File: config.mk
export PLATFORM = sky130hd
export DESIGN_NAME = hazard_ctrl_flat
export DESIGN_NICKNAME = d
export VERILOG_FILES = /design/src/rtl/hazard_ctrl_if.sv /design/src/rtl/hazard_ctrl.sv /design/src/flat_wrapper.sv
export SDC_FILE = /design/constraint.sdc
export NUM_CORES = 1
export LEC_CHECK = 0
export CAP_MARGIN = 10
export CELL_PAD_IN_SITES_DETAIL_PLACEMENT = 1
export CELL_PAD_IN_SITES_GLOBAL_PLACEMENT = 1
export CORE_ASPECT_RATIO = 0.8
export CORE_MARGIN = 10
export CORE_UTILIZATION = 21
export CTS_BUF_LIST = sky130_fd_sc_hd__clkbuf_4
export DETAILED_ROUTE_END_ITERATION = 16
export PLACE_DENSITY_LB_ADDON = 0.1
export SETUP_SLACK_MARGIN = 0.02
export SYNTH_ARGS = -nofsm -noshare
export SYNTH_HDL_FRONTEND = slang
export SYNTH_SLANG_ARGS = --single-unit
export TNS_END_PERCENT = 1
File: constraint.sdc
create_clock -name clk -period 2.85 [get_ports clk]
set_clock_uncertainty 0.2 [all_clocks]
set_input_delay 0.855 -clock clk [delete_from_list [all_inputs] [get_ports clk]]
set_output_delay 0.855 -clock clk [all_outputs]
set_load 0.01 [all_outputs]
File: src/rtl/hazard_ctrl_if.sv
// Hazard-unit bus: pipeline register tags and write enables in; stall, forward
// selects, multiplier status and stall count out. The hazard unit is the slave.
interface hazard_ctrl_if #(
  parameter int AW    = 5,
  parameter int CNT_W = 32
);
  logic [AW-1:0]    rsD, rtD, rsE, rtE;
  logic [AW-1:0]    writeregE, writeregM, writeregW;
  logic             regwriteE, regwriteM, regwriteW;
  logic             memtoregE, memtoregM;
  logic             branchD, multD, hiloreadD, multstartE;
  logic             stallF, stallD, flushE;
  logic             forwardAD, forwardBD;
  logic [1:0]       forwardAE, forwardBE;
  logic             multbusy, multdone;
  logic [CNT_W-1:0] stallcnt;

  modport master (
    output rsD, rtD, rsE, rtE, writeregE, writeregM, writeregW,
           regwriteE, regwriteM, regwriteW, memtoregE, memtoregM,
           branchD, multD, hiloreadD, multstartE,
    input  stallF, stallD, flushE, forwardAD, forwardBD, forwardAE, forwardBE,
           multbusy, multdone, stallcnt
  );

  modport slave (
    input  rsD, rtD, rsE, rtE, writeregE, writeregM, writeregW,
           regwriteE, regwriteM, regwriteW, memtoregE, memtoregM,
           branchD, multD, hiloreadD, multstartE,
    output stallF, stallD, flushE, forwardAD, forwardBD, forwardAE, forwardBE,
           multbusy, multdone, stallcnt
  );
endinterface

File: src/rtl/hazard_ctrl.sv
// Pipeline hazard unit: forwarding selects, load-use/branch/multiply stalls and
// a multiplier occupancy FSM. Define HAZARD_STALL_CNT_EN to build the stall counter.
module hazard_ctrl #(
  parameter int AW       = 5,
  parameter int MULT_LAT = 4,
  parameter int CNT_W    = 32
) (
  input logic         clk,
  input logic         reset_n,
  hazard_ctrl_if.slave hz
);

  localparam int MCW = $clog2(MULT_LAT);
  localparam logic [MCW-1:0] CNT_LOAD = MCW'(MULT_LAT - 32'sd1);
  localparam logic [MCW-1:0] CNT_ONE  = MCW'(32'd1);
  localparam logic [MCW-1:0] CNT_ZERO = {MCW{1'b0}};
  localparam logic [AW-1:0]  REG_ZERO = {AW{1'b0}};

  typedef enum logic [0:0] {
    IDLE = 1'b0,
    BUSY = 1'b1
  } mulState_t;

  mulState_t      stateR, stateNext;
  logic [MCW-1:0] cntR, cntNext;
  logic           doneR, doneNext;

  logic       loadUseS, branchS, multS, stallS;
  logic       fwdADS, fwdBDS;
  logic [1:0] fwdAES, fwdBES;

  // Execute-stage mux select: Memory result wins over Writeback; $0 never forwards.
  function automatic logic [1:0] exSel(input logic [AW-1:0] src,
                                       input logic [AW-1:0] wM, input logic rwM,
                                       input logic [AW-1:0] wW, input logic rwW);
    logic [1:0] sel;
    if ((src != REG_ZERO) && rwM && (src == wM)) begin
      sel = 2'b10;
    end else if ((src != REG_ZERO) && rwW && (src == wW)) begin
      sel = 2'b01;
    end else begin
      sel = 2'b00;
    end
    return sel;
  endfunction

  // Multiplier FSM state, latency counter and completion pulse registers.
  always_ff @(posedge clk or negedge reset_n) begin
    if (!reset_n) begin
      stateR <= IDLE;
      cntR   <= CNT_ZERO;
      doneR  <= 1'b0;
    end else begin
      stateR <= stateNext;
      cntR   <= cntNext;
      doneR  <= doneNext;
    end
  end

  // Multiplier next state; a start in BUSY is ignored since the stall logic forbids it.
  always_comb begin
    stateNext = stateR;
    cntNext   = cntR;
    doneNext  = 1'b0;
    case (stateR)
      IDLE: begin
        if (hz.multstartE) begin
          stateNext = BUSY;
          cntNext   = CNT_LOAD;
        end else begin
          stateNext = IDLE;
        end
      end
      BUSY: begin
        if (cntR <= CNT_ONE) begin
          stateNext = IDLE;
          cntNext   = CNT_ZERO;
          doneNext  = 1'b1;
        end else begin
          cntNext = cntR - CNT_ONE;
        end
      end
      default: begin
        stateNext = IDLE;
        cntNext   = CNT_ZERO;
      end
    endcase
  end

  // Stall terms and forwarding selects; everything is held quiet while in reset.
  always_comb begin
    loadUseS = 1'b0;
    branchS  = 1'b0;
    multS    = 1'b0;
    stallS   = 1'b0;
    fwdADS   = 1'b0;
    fwdBDS   = 1'b0;
    fwdAES   = 2'b00;
    fwdBES   = 2'b00;
    if (reset_n) begin
      loadUseS = hz.memtoregE && (hz.rtE != REG_ZERO) &&
                 ((hz.rtE == hz.rsD) || (hz.rtE == hz.rtD));
      branchS  = hz.branchD &&
                 ((hz.regwriteE && (hz.writeregE != REG_ZERO) &&
                   ((hz.writeregE == hz.rsD) || (hz.writeregE == hz.rtD))) ||
                  (hz.memtoregM && (hz.writeregM != REG_ZERO) &&
                   ((hz.writeregM == hz.rsD) || (hz.writeregM == hz.rtD))));
      multS    = (hz.multD || hz.hiloreadD) && ((stateR == BUSY) || hz.multstartE);
      stallS   = loadUseS || branchS || multS;
      fwdADS   = (hz.rsD != REG_ZERO) && hz.regwriteM && !hz.memtoregM &&
                 (hz.rsD == hz.writeregM);
      fwdBDS   = (hz.rtD != REG_ZERO) && hz.regwriteM && !hz.memtoregM &&
                 (hz.rtD == hz.writeregM);
      fwdAES   = exSel(hz.rsE, hz.writeregM, hz.regwriteM, hz.writeregW, hz.regwriteW);
      fwdBES   = exSel(hz.rtE, hz.writeregM, hz.regwriteM, hz.writeregW, hz.regwriteW);
    end else begin
      stallS = 1'b0;
    end
  end

  assign hz.stallF    = stallS;
  assign hz.stallD    = stallS;
  assign hz.flushE    = stallS;
  assign hz.forwardAD = fwdADS;
  assign hz.forwardBD = fwdBDS;
  assign hz.forwardAE = fwdAES;
  assign hz.forwardBE = fwdBES;
  assign hz.multbusy  = (stateR == BUSY);
  assign hz.multdone  = doneR;

`ifdef HAZARD_STALL_CNT_EN
  localparam logic [CNT_W-1:0] SCNT_MAX = {CNT_W{1'b1}};
  localparam logic [CNT_W-1:0] SCNT_ONE = CNT_W'(32'd1);
  logic [CNT_W-1:0] stallCntR;

  // Saturating count of cycles spent with Decode frozen.
  always_ff @(posedge clk or negedge reset_n) begin
    if (!reset_n) begin
      stallCntR <= {CNT_W{1'b0}};
    end else if (stallS && (stallCntR != SCNT_MAX)) begin
      stallCntR <= stallCntR + SCNT_ONE;
    end else begin
      stallCntR <= stallCntR;
    end
  end

  assign hz.stallcnt = stallCntR;
`else
  assign hz.stallcnt = {CNT_W{1'b0}};
`endif

endmodule

File: src/flat_wrapper.sv
// flat-port wrapper written by rule: the top's interface ports become plain ports
module hazard_ctrl_flat 
#(
  parameter int AW       = 5,
  parameter int MULT_LAT = 4,
  parameter int CNT_W    = 32
)
  (clk, reset_n, hz_rsD, hz_rtD, hz_rsE, hz_rtE, hz_writeregE, hz_writeregM, hz_writeregW, hz_regwriteE, hz_regwriteM, hz_regwriteW, hz_memtoregE, hz_memtoregM, hz_branchD, hz_multD, hz_hiloreadD, hz_multstartE, hz_stallF, hz_stallD, hz_flushE, hz_forwardAD, hz_forwardBD, hz_forwardAE, hz_forwardBE, hz_multbusy, hz_multdone, hz_stallcnt);
  hazard_ctrl_if #(.AW(AW), .CNT_W(CNT_W)) hz_i ();
  input logic clk;
  input logic reset_n;
  input wire logic [$bits(hz_i.rsD)-1:0] hz_rsD;
  input wire logic [$bits(hz_i.rtD)-1:0] hz_rtD;
  input wire logic [$bits(hz_i.rsE)-1:0] hz_rsE;
  input wire logic [$bits(hz_i.rtE)-1:0] hz_rtE;
  input wire logic [$bits(hz_i.writeregE)-1:0] hz_writeregE;
  input wire logic [$bits(hz_i.writeregM)-1:0] hz_writeregM;
  input wire logic [$bits(hz_i.writeregW)-1:0] hz_writeregW;
  input wire logic [$bits(hz_i.regwriteE)-1:0] hz_regwriteE;
  input wire logic [$bits(hz_i.regwriteM)-1:0] hz_regwriteM;
  input wire logic [$bits(hz_i.regwriteW)-1:0] hz_regwriteW;
  input wire logic [$bits(hz_i.memtoregE)-1:0] hz_memtoregE;
  input wire logic [$bits(hz_i.memtoregM)-1:0] hz_memtoregM;
  input wire logic [$bits(hz_i.branchD)-1:0] hz_branchD;
  input wire logic [$bits(hz_i.multD)-1:0] hz_multD;
  input wire logic [$bits(hz_i.hiloreadD)-1:0] hz_hiloreadD;
  input wire logic [$bits(hz_i.multstartE)-1:0] hz_multstartE;
  output wire logic [$bits(hz_i.stallF)-1:0] hz_stallF;
  output wire logic [$bits(hz_i.stallD)-1:0] hz_stallD;
  output wire logic [$bits(hz_i.flushE)-1:0] hz_flushE;
  output wire logic [$bits(hz_i.forwardAD)-1:0] hz_forwardAD;
  output wire logic [$bits(hz_i.forwardBD)-1:0] hz_forwardBD;
  output wire logic [$bits(hz_i.forwardAE)-1:0] hz_forwardAE;
  output wire logic [$bits(hz_i.forwardBE)-1:0] hz_forwardBE;
  output wire logic [$bits(hz_i.multbusy)-1:0] hz_multbusy;
  output wire logic [$bits(hz_i.multdone)-1:0] hz_multdone;
  output wire logic [$bits(hz_i.stallcnt)-1:0] hz_stallcnt;
  assign hz_i.rsD = hz_rsD;
  assign hz_i.rtD = hz_rtD;
  assign hz_i.rsE = hz_rsE;
  assign hz_i.rtE = hz_rtE;
  assign hz_i.writeregE = hz_writeregE;
  assign hz_i.writeregM = hz_writeregM;
  assign hz_i.writeregW = hz_writeregW;
  assign hz_i.regwriteE = hz_regwriteE;
  assign hz_i.regwriteM = hz_regwriteM;
  assign hz_i.regwriteW = hz_regwriteW;
  assign hz_i.memtoregE = hz_memtoregE;
  assign hz_i.memtoregM = hz_memtoregM;
  assign hz_i.branchD = hz_branchD;
  assign hz_i.multD = hz_multD;
  assign hz_i.hiloreadD = hz_hiloreadD;
  assign hz_i.multstartE = hz_multstartE;
  assign hz_stallF = hz_i.stallF;
  assign hz_stallD = hz_i.stallD;
  assign hz_flushE = hz_i.flushE;
  assign hz_forwardAD = hz_i.forwardAD;
  assign hz_forwardBD = hz_i.forwardBD;
  assign hz_forwardAE = hz_i.forwardAE;
  assign hz_forwardBE = hz_i.forwardBE;
  assign hz_multbusy = hz_i.multbusy;
  assign hz_multdone = hz_i.multdone;
  assign hz_stallcnt = hz_i.stallcnt;
  hazard_ctrl #(.AW(AW), .MULT_LAT(MULT_LAT), .CNT_W(CNT_W)) u_core (.clk(clk), .reset_n(reset_n), .hz(hz_i));
endmodule
# --- After elaboration in Yosys (flattened, before gate mapping) ---
# Cells that the tools add are included.
totals:
  n_memories: 0
  regBits: 4
  mem_bits_ro: 0
  latch_bits: 0
  wordCells: 73
  inputBits: 46
  ramBits: 0
  output_inout_bits: 43
op_classes:
  n_mux: 17
  n_addsub: 1
  div_mod_pow: 0
  reduce_logical: 37
  order_cmp: 1
  n_eq_ne: 13
  n_bitwise: 1
  shifts: 0
  mul: 0
op_table:
  columns: ["cell", "count"]
  rows:
  - ["5-bit equality test", 12]
  - ["5-bit nonzero test", 6]
  - ["1-bit logical AND", 22]
  - ["2-bit 2-to-1 mux", 6]
  - ["1-bit 2-to-1 mux", 9]
  - ["1-bit logical OR", 8]
  - ["2-bit case mux with 2 select lines", 1]
  - ["2-bit by 1-bit less-or-equal comparator with 1-bit output (second input constant)", 1]
  - ["2-bit != test (second input constant)", 1]
  - ["1-bit case mux with 2 select lines", 1]
  - ["2-bit by 1-bit subtractor with 2-bit output (second input constant)", 1]
  - ["1-bit logical NOT", 1]
  - ["1-bit inverter", 1]

# --- Longest topological paths before layout ---
# Gate-level depths: netlist of the first run.
logic_depth:
  ltp_word: 8
  ltp_mapped: 7
  ltp_nobuf: 5

# --- Worst setup path before layout of the first run ---
# Ideal clock, no wire load.
synth_timing:
  path_kind: "input to output"
  start: "in hz_writeregM[4]"
  end: "out hz_stallD"
  path_buffers: 2
  t_required_ns: 1.795
  path_stages: 7
  arrival_ns: 2.179
  path_slack_ns: -0.384
  cell_sequence: "clkbuf_1 -> xnor2_1 -> nand3_1 -> nor3_1 -> o2111ai_1 -> a41oi_1 -> buf_4"
synth_via:
  elab_chain_cells: 8
  elab_cells_between_ends: 11
  classes_between: "eq/ne (2); mux (1); reduce/logical (8)"
synth_lines:
  columns: ["element", "line_no", "source"]
  rows:
  - ["start, declared", "flat_wrapper.sv:17", "input wire logic [$bits(hz_i.writeregM)-1:0] hz_writeregM;"]
  - ["5-bit equality test / 5-bit nonzero test (equally long branches)", "hazard_ctrl.sv:107, hazard_ctrl.sv:106", null]
  - ["1-bit logical OR / 1-bit logical AND (equally long branches)", "hazard_ctrl.sv:107, hazard_ctrl.sv:106", null]
  - ["1-bit logical AND (*)", "hazard_ctrl.sv:106", "(hz.memtoregM && (hz.writeregM != REG_ZERO) &&"]
  - ["1-bit logical OR (*)", "hazard_ctrl.sv:105", "((hz.writeregE == hz.rsD) || (hz.writeregE == hz.rtD))) ||"]
  - ["1-bit logical AND (*)", "hazard_ctrl.sv:103", "branchS = hz.branchD &&"]
  - ["1-bit logical OR (*) (2 in series)", "hazard_ctrl.sv:109", "stallS = loadUseS || branchS || multS;"]
  - ["1-bit 2-to-1 mux (*)", "hazard_ctrl.sv:100", "if (reset_n) begin"]
  - ["end, declared", "flat_wrapper.sv:29", "output wire logic [$bits(hz_i.stallD)-1:0] hz_stallD;"]
# Mark *: on every way between the ends. The rest lies on a longest branch, timed or not.

# --- Final worst setup path of the first run ---
layout_timing:
  start: "in hz_rtE[4]"
  end: "out hz_forwardBE[0]"
layout_via:
  elab_chain_cells: 6
  elab_cells_between_ends: 10
  classes_between: "eq/ne (2); mux (3); reduce/logical (5)"
layout_lines:
  columns: ["element", "line_no", "source"]
  rows:
  - ["start, declared", "flat_wrapper.sv:15", "input wire logic [$bits(hz_i.rtE)-1:0] hz_rtE;"]
  - ["5-bit nonzero test", "hazard_ctrl.sv:37, hazard_ctrl.sv:39", null]
  - ["1-bit logical AND (2 in series)", "hazard_ctrl.sv:39", "end else if ((src != REG_ZERO) && rwW && (src == wW)) begin"]
  - ["1-bit 2-to-1 mux", "hazard_ctrl.sv:39", null]
  - ["2-bit 2-to-1 mux (*)", "hazard_ctrl.sv:37", "if ((src != REG_ZERO) && rwM && (src == wM)) begin"]
  - ["2-bit 2-to-1 mux (*)", "hazard_ctrl.sv:100", null]
  - ["end, declared", "flat_wrapper.sv:34", "output wire logic [$bits(hz_i.forwardBE)-1:0] hz_forwardBE;"]
# Marks and branches as above.

==> results of run 1 <==
-- state kept, by name, summed over array words and instances (netlist names) --
register / count
u_core.hz.multdone: 1
u_core.cntR: 2
u_core.hz.multbusy: 1
-- cells by family after synthesis --
kind of cell | after synthesis | share of synthesized area
AOI/OAI and AO/OA | 9 | 0.0527
xor gates and xnor gates | 50 | 0.362
buffers and inverters | 46 | 0.281
DFF | 4 | 0.0827
other | 1 | 0.00310
and+or+nand+nor | 44 | 0.218
-- routing by layer --
| metal | GRT usage | vias to the layer above | part of all wire |
|---|---|---|---|
| met1 | 0.133 | 599 | 0.45 |
| li1 | - | 624 | - |
| met3 | 0.0249 | 0 | 0.040 |
| met4 | 0.0149 | 0 | 0 |
| met5 | 0 | - | 0 |
| met2 | 0.203 | 42 | 0.51 |
-- path summary, 6_finish.rpt --
path                                               from                      endpoint  slack [ns]  depth (start not counted)
setup reg to reg           u_core.hz.multbusy$_DFF_PN0_  u_core.hz.multbusy$_DFF_PN0_        1.85                          2
hold / removal               u_core.cntR[1]$_DFFE_PN0P_  u_core.hz.multdone$_DFF_PN0_        0.29                          1
max in group asynchronous                       reset_n  u_core.hz.multbusy$_DFF_PN0_        1.48                          3
min in group asynchronous                       reset_n    u_core.cntR[0]$_DFFE_PN0P_        0.87                          3
setup / recovery                              hz_rtE[4]               hz_forwardBE[0]       -0.43                          7
hold reg to reg              u_core.cntR[1]$_DFFE_PN0P_  u_core.hz.multdone$_DFF_PN0_        0.29                          1
-- worst max-delay path, stage by stage --
cell and delay, ns:
buf_6 0.09, or4_4 0.55, nor2_4 0.13, nor4_4 0.06, buf_4 0.15, nor4_4 0.23
buf_2 0.17
-- area by class of cell --
| class | count | area [µm²] |
|---|---|---|
| timing repair buffer | 97 | 835 |
| fill | 681 | 3390 |
| multi-input combinational | 135 | 1070 |
| clock buffer | 3 | 22.5 |
| tap | 78 | 97.6 |
| sequential | 4 | 100 |
| inverter | 2 | 7.51 |
-- synthesized netlist by cell type, drive strengths merged (3+ instances only) --
cell type / instances
or4: 5
nand3: 8
o22ai: 3
nor3: 5
xnor2: 38
xor2: 12
nor4: 4
buf: 40
clkbuf: 4
nand2: 5
nor2: 7
dfrtp: 4
nand4: 4
-- repair_timing --
action / CTS / global route
gates resized for setup: 163 / 5
pin swaps: 27 / 8
setup buffers: 3 / 3
setup endpoints to repair: 9 / 9
-- per-stage QoR --
step	instance area (µm²)	power, µW	setup WS [ns]
6_report	2140	544	-0.433
5_1_grt	2140	597	-0.497
4_1_cts	2090	545	-0.475
3_5_place_dp	1940	457	-1.24
3_3_place_gp	1940	443	-1.21
2_1_floorplan	1340	303	-0.272
-- report_power, final --
| group | total, µW | internal (µW) | switching, µW |
|---|---|---|---|
| Clock | 71.0 | 47.2 | 23.8 |
| Combinational | 359 | 188 | 171 |
| Sequential | 114 | 85.8 | 28.2 |
| Total | 544 | 321 | 223 |
==> flow_metrics.py, run 1 <==
metrics = {
    "status": {
        "run_status": "finished with violations",
        "violations": "negative setup slack",
    },
    "synth": {
        "synth_flop_cell": "dfrtp_1",
        "synth_area_leaders": "xnor2_1, buf_4, xor2_1",
        "synth_edf_count": 0,
        "ys_ff_latch": 4,
        "synth_cell_types": 29,
        "synth.top_cell.area_share": 0.275,
        "syn_area_mm2": 0.00121,
        "avgSynthCellArea_um2": 7.86,
        "yosysSeqAreaShare": 0.0827,
        "synthArstFlopShare": 1.00,
        "syn_inst": 154,
        "synth_area_leader_cell": "xnor2_1",
        "yosys_warnings": 0,
    },
    "clock_network": {
        "clockBufferDepth": 2,
        "root_buffer": "clkbuf_4",
        "cts_hold_buf": 0,
        "clk_pin_slew_ns": 0.04,
        "htreeDepth": 1,
        "cts_tree": "built",
        "clock-sinks": 4,
        "cts_buffers": 3,
        "clock_latency_ns": 0.24,
    },
    "finish": {
        "fin_util": 0.387,
        "fin_nets": 289,
        "area_delta_synth_final_pct": 76.6,
        "insertedDiodeCount": 0,
        "final_common_cell": "conb_1",
        "layout-drive-gt1-share": 0.432,
        "mostFrequentLayoutCells": "conb_1, buf_4, xnor2_1",
        "stdcell_count": 319,
    },
    "placed_design": {
        "dp_hpwl_um": 4550,
        "dp_cells": 310,
        "gp_congestion": 0.859,
        "port_buffers": 56,
    },
    "power_and_ir_drop": {
        "ir_drop_mv": 0.201,
        "leakagePower_uw": 0.000912,
        "p_per_area_mw_per_mm2": 255,
    },
    "grt": {
        "grtUsageTotal": 0.111,
        "grt_first_pass_wirelength_um": 8330,
        "grt-ovfl-total": 0,
        "grt_pass1_vias": 1534,
        "antenna_found_initial": 0,
        "grt_start_max_net_pins": 8,
    },
    "min_path": {
        "hold_path_class": "reg -> reg",
    },
    "routing": {
        "firstDrtPassIters": 2,
        "wl_per_cell_um": 16.7,
        "post_drt_via_cell_ratio": 3.97,
        "vias": 1265,
        "drt.antenna.violating_nets": 0,
        "drc": 0,
        "wl_um": 5310,
        "drt_iter0_drc": 17,
    },
    "timing": {
        "fin_crit_ns": 3.28,
        "finalSetupTns_ns": -2.81,
        "period_share": 1.15,
        "setup_violations": 9,
        "grt_setup_unrepaired": "yes",
        "layout_setup_ws_ns": -0.433,
        "timing.hold.ws_ns": 0.292,
        "finalHoldViolations": 0,
        "maxSlewViolCount": 0,
        "fmax_ghz": 0.305,
    },
    "worst_setup_path": {
        "worstPathRequired_ns": 1.80,
        "start_kind": "primary input",
        "arrival_ns": 2.23,
        "crit_path_end_kind": "output pin",
        "cp_max_fo": 2,
        "crit_type": "in -> out",
    },
    "floorplanning": {
        "dieWidth_um": 105,
        "num_rows": 24,
        "core-area_mm2": 0.00553,
        "die_h_um": 87.9,
        "start_util": 0.219,
        "ios": 89,
        "die_area_mm2": 0.00922,
    },
    "job": {
        "drv_cap": 0,
    },
}
(Power assumes the default switching activity.)
==> run 2, diff against run 1 <==
==> constraint.sdc (replaced) <==
create_clock -name clk -period 2.85 [get_ports clk]
set_clock_uncertainty 0.2 [all_clocks]
set_input_delay 0.57 -clock clk [delete_from_list [all_inputs] [get_ports clk]]
set_output_delay 0.57 -clock clk [all_outputs]
set_load 0.01 [all_outputs]
==> run 2 against run 1 <==
The run now ends clean. Utilization is 3.8 points lower. Sequential power hardly changed. Routed wire length is 6.4% lower. Fmax is 18% higher. Combinational power is 9.7% lower. Count of clock-buffer cells in the layout stayed put. Clock power is 0.8% higher. Die area stayed put. Critical path depth is 1 lower. Power is 6.4% lower. Via count is 4.2% lower. Largest cell class unchanged. Largest power group unchanged.
==> flow_metrics.py, run 2 (synthesized netlist as in run 1, its figures left out) <==
metrics = {
    "status": {
        "run_status": "finished, final reports clean",
    },
    "routing": {
        "firstDrtPassIters": 4,
        "wl_um": 4970,
        "vias": 1212,
        "wl_per_cell_um": 16.2,
        "drt.antenna.violating_nets": 0,
        "drc": 0,
        "post_drt_via_cell_ratio": 3.96,
        "drt_iter0_drc": 28,
    },
    "power_and_ir_drop": {
        "share_comb_of_total_power": 0.636,
        "p_int_uw": 298,
        "clkPwrFrac": 0.141,
        "power_uw": 509,
        "p_per_area_mw_per_mm2": 264,
        "switching_share": 0.415,
        "power_switching_uw": 211,
        "share_seq_of_total_power": 0.224,
        "leakagePower_uw": 0.000807,
        "ir_drop_mv": 0.104,
    },
    "worst_setup_path": {
        "reg2reg_slack_ns": 1.86,
        "cp_max_fo": 4,
        "crit_type": "in -> out",
        "crit_path_end_kind": "output pin",
        "cpMaxStageDelayCell": "or4_4",
        "cp_cell_sequence": "buf_2, or4_4, nor2_4, nor4_4, nor4_2, buf_2",
        "crit_top_cell": "buf_2",
        "start_kind": "primary input",
        "worstPathRequired_ns": 2.08,
        "arrival_ns": 2.01,
        "cpPeakStageDelay_ns": 0.58,
    },
    "min_path": {
        "hold_path_class": "reg -> reg",
    },
    "clock_network": {
        "clock-sinks": 4,
        "cts_tree": "built",
        "root_buffer": "clkbuf_4",
        "clk_pin_slew_ns": 0.04,
        "clockBufferDepth": 2,
        "cts_hold_buf": 0,
        "cts_buffers": 3,
        "clock_latency_ns": 0.24,
        "htreeDepth": 1,
    },
    "placed_design": {
        "port_buffers": 56,
        "pre_cts_slack_ns": -0.724,
        "dp_hpwl_um": 4290,
        "gp_congestion": 0.748,
    },
    "job": {
        "drv_cap": 0,
    },
    "grt": {
        "grt_pass1_vias": 1470,
        "grt_start_max_net_pins": 8,
        "grt-ovfl-total": 0,
        "antenna_found_initial": 0,
        "grtUsageTotal": 0.101,
        "grt_first_pass_wirelength_um": 7700,
    },
    "timing": {
        "fmax_ghz": 0.360,
        "layout_setup_ws_ns": 0.0720,
        "setup_violations": 0,
        "period_share": 0.975,
        "fin_crit_ns": 2.78,
        "grt_setup_unrepaired": "yes",
        "maxSlewViolCount": 0,
        "finalHoldViolations": 0,
    },
    "floorplanning": {
        "die_area_mm2": 0.00922,
        "core-area_mm2": 0.00553,
        "die_h_um": 87.9,
        "num_rows": 24,
        "ios": 89,
        "start_util": 0.219,
        "dieWidth_um": 105,
    },
    "finish": {
        "final_common_cell": "xnor2_1",
        "layout-drive-gt1-share": 0.307,
        "largest_reg_flops": 2,
        "insertedDiodeCount": 0,
        "largest-register": "u_core.cntR",
        "area_delta_synth_final_pct": 59.2,
        "n_fill_cell": 707,
        "fin_nets": 276,
        "mostFrequentLayoutCells": "xnor2_1, conb_1, buf_4",
    },
}
==> run 2: cell types whose count changed in the layout (fill, tap and decap cells not counted), sizes merged <==
cell / change
buf: -25
dlygate4sd2: +13
clkbuf: +5
dlymetal6s2s: +2
clkdlybuf4s15: -10
clkdlybuf4s50: +2
==> run 2: what timing repair did <==
item                       4_1_cts  5_1_grt
gates resized for setup         85       21
pin swaps                       12       11
setup buffers                    1        1
setup endpoints to repair        9        9
==> run 2: final timing paths <==
kind | from | endpoint | cells past startpoint
min | u_core.cntR[1]$_DFFE_PN0P_ | u_core.hz.multdone$_DFF_PN0_ | 1
min in group asynchronous | reset_n | u_core.hz.multdone$_DFF_PN0_ | 3
max | hz_rtE[2] | hz_forwardBE[0] | 6
max reg2reg | u_core.hz.multbusy$_DFF_PN0_ | u_core.hz.multbusy$_DFF_PN0_ | 2
min reg2reg | u_core.cntR[1]$_DFFE_PN0P_ | u_core.hz.multdone$_DFF_PN0_ | 1
max in group asynchronous | reset_n | u_core.hz.multbusy$_DFF_PN0_ | 3
==> run 2: through the flow <==
step / TNS [ns] / util / cell area (µm²) / cells / hold WS (ns)
final: 0 / 0.349 / 1930 / 306 / 0.287
after CTS: -0.0210 / 0.346 / 1910 / 305 / 0.283
after global routing: -0.0129 / 0.349 / 1930 / 306 / 0.310
after floorplan: 0 / - / 1330 / 185 / 0.0744
after detailed placement: -5.27 / 0.334 / 1850 / 301 / 0.275
after global placement: -4.98 / 0.334 / 1850 / 301 / 0.255
==> run 2: cell type report <==
| class | count | area [µm²] | area share |
|---|---|---|---|
| multi-input cells | 135 | 1000 | 0.519 |
| repair buffers | 84 | 698 | 0.363 |
| well taps | 78 | 97.6 | 0.0507 |
| flip-flops and latches | 4 | 100 | 0.0520 |
| inverters | 2 | 7.51 | 0.00390 |
| clock buffers | 3 | 22.5 | 0.0117 |
==> run 2: power by group through the flow <==
| stage | registers (µW) | logic, µW | clock network (µW) |
|---|---|---|---|
| after global placement | 109 | 315 | 0 |
| after CTS | 113 | 319 | 74.0 |
| after global routing | 119 | 355 | 77.5 |
| after detailed placement | 113 | 324 | 0 |
| final | 114 | 324 | 71.6 |
| after floorplan | 114 | 186 | 0 |
==> run 2: metal layers <==
layer,part of all wire,GRT usage,up-vias
met3,0.072,0.0330,0
met2,0.52,0.186,42
met4,0,0.0187,0
met5,0,0,-
li1,-,-,597
met1,0.41,0.114,573
==> run 2: worst max-delay path: cells and delay by family <==
family / cells / cell delay (ns)
buf+inv: 2 / 0.32
simple gates: 4 / 1.11
==> run 3, diff against run 2 <==
--- a/config.mk
+++ b/config.mk
@@ -15,6 +15,7 @@
 export DETAILED_ROUTE_END_ITERATION = 16
 export PLACE_DENSITY_LB_ADDON = 0.1
 export SETUP_SLACK_MARGIN = 0.02
+export SLEW_MARGIN = 20
 export SYNTH_ARGS = -nofsm -noshare
 export SYNTH_HDL_FRONTEND = slang
 export SYNTH_SLANG_ARGS = --single-unit
==> results of run 3 <==
Same layout as run 2: the final DEF is identical, and so are final timing and power.
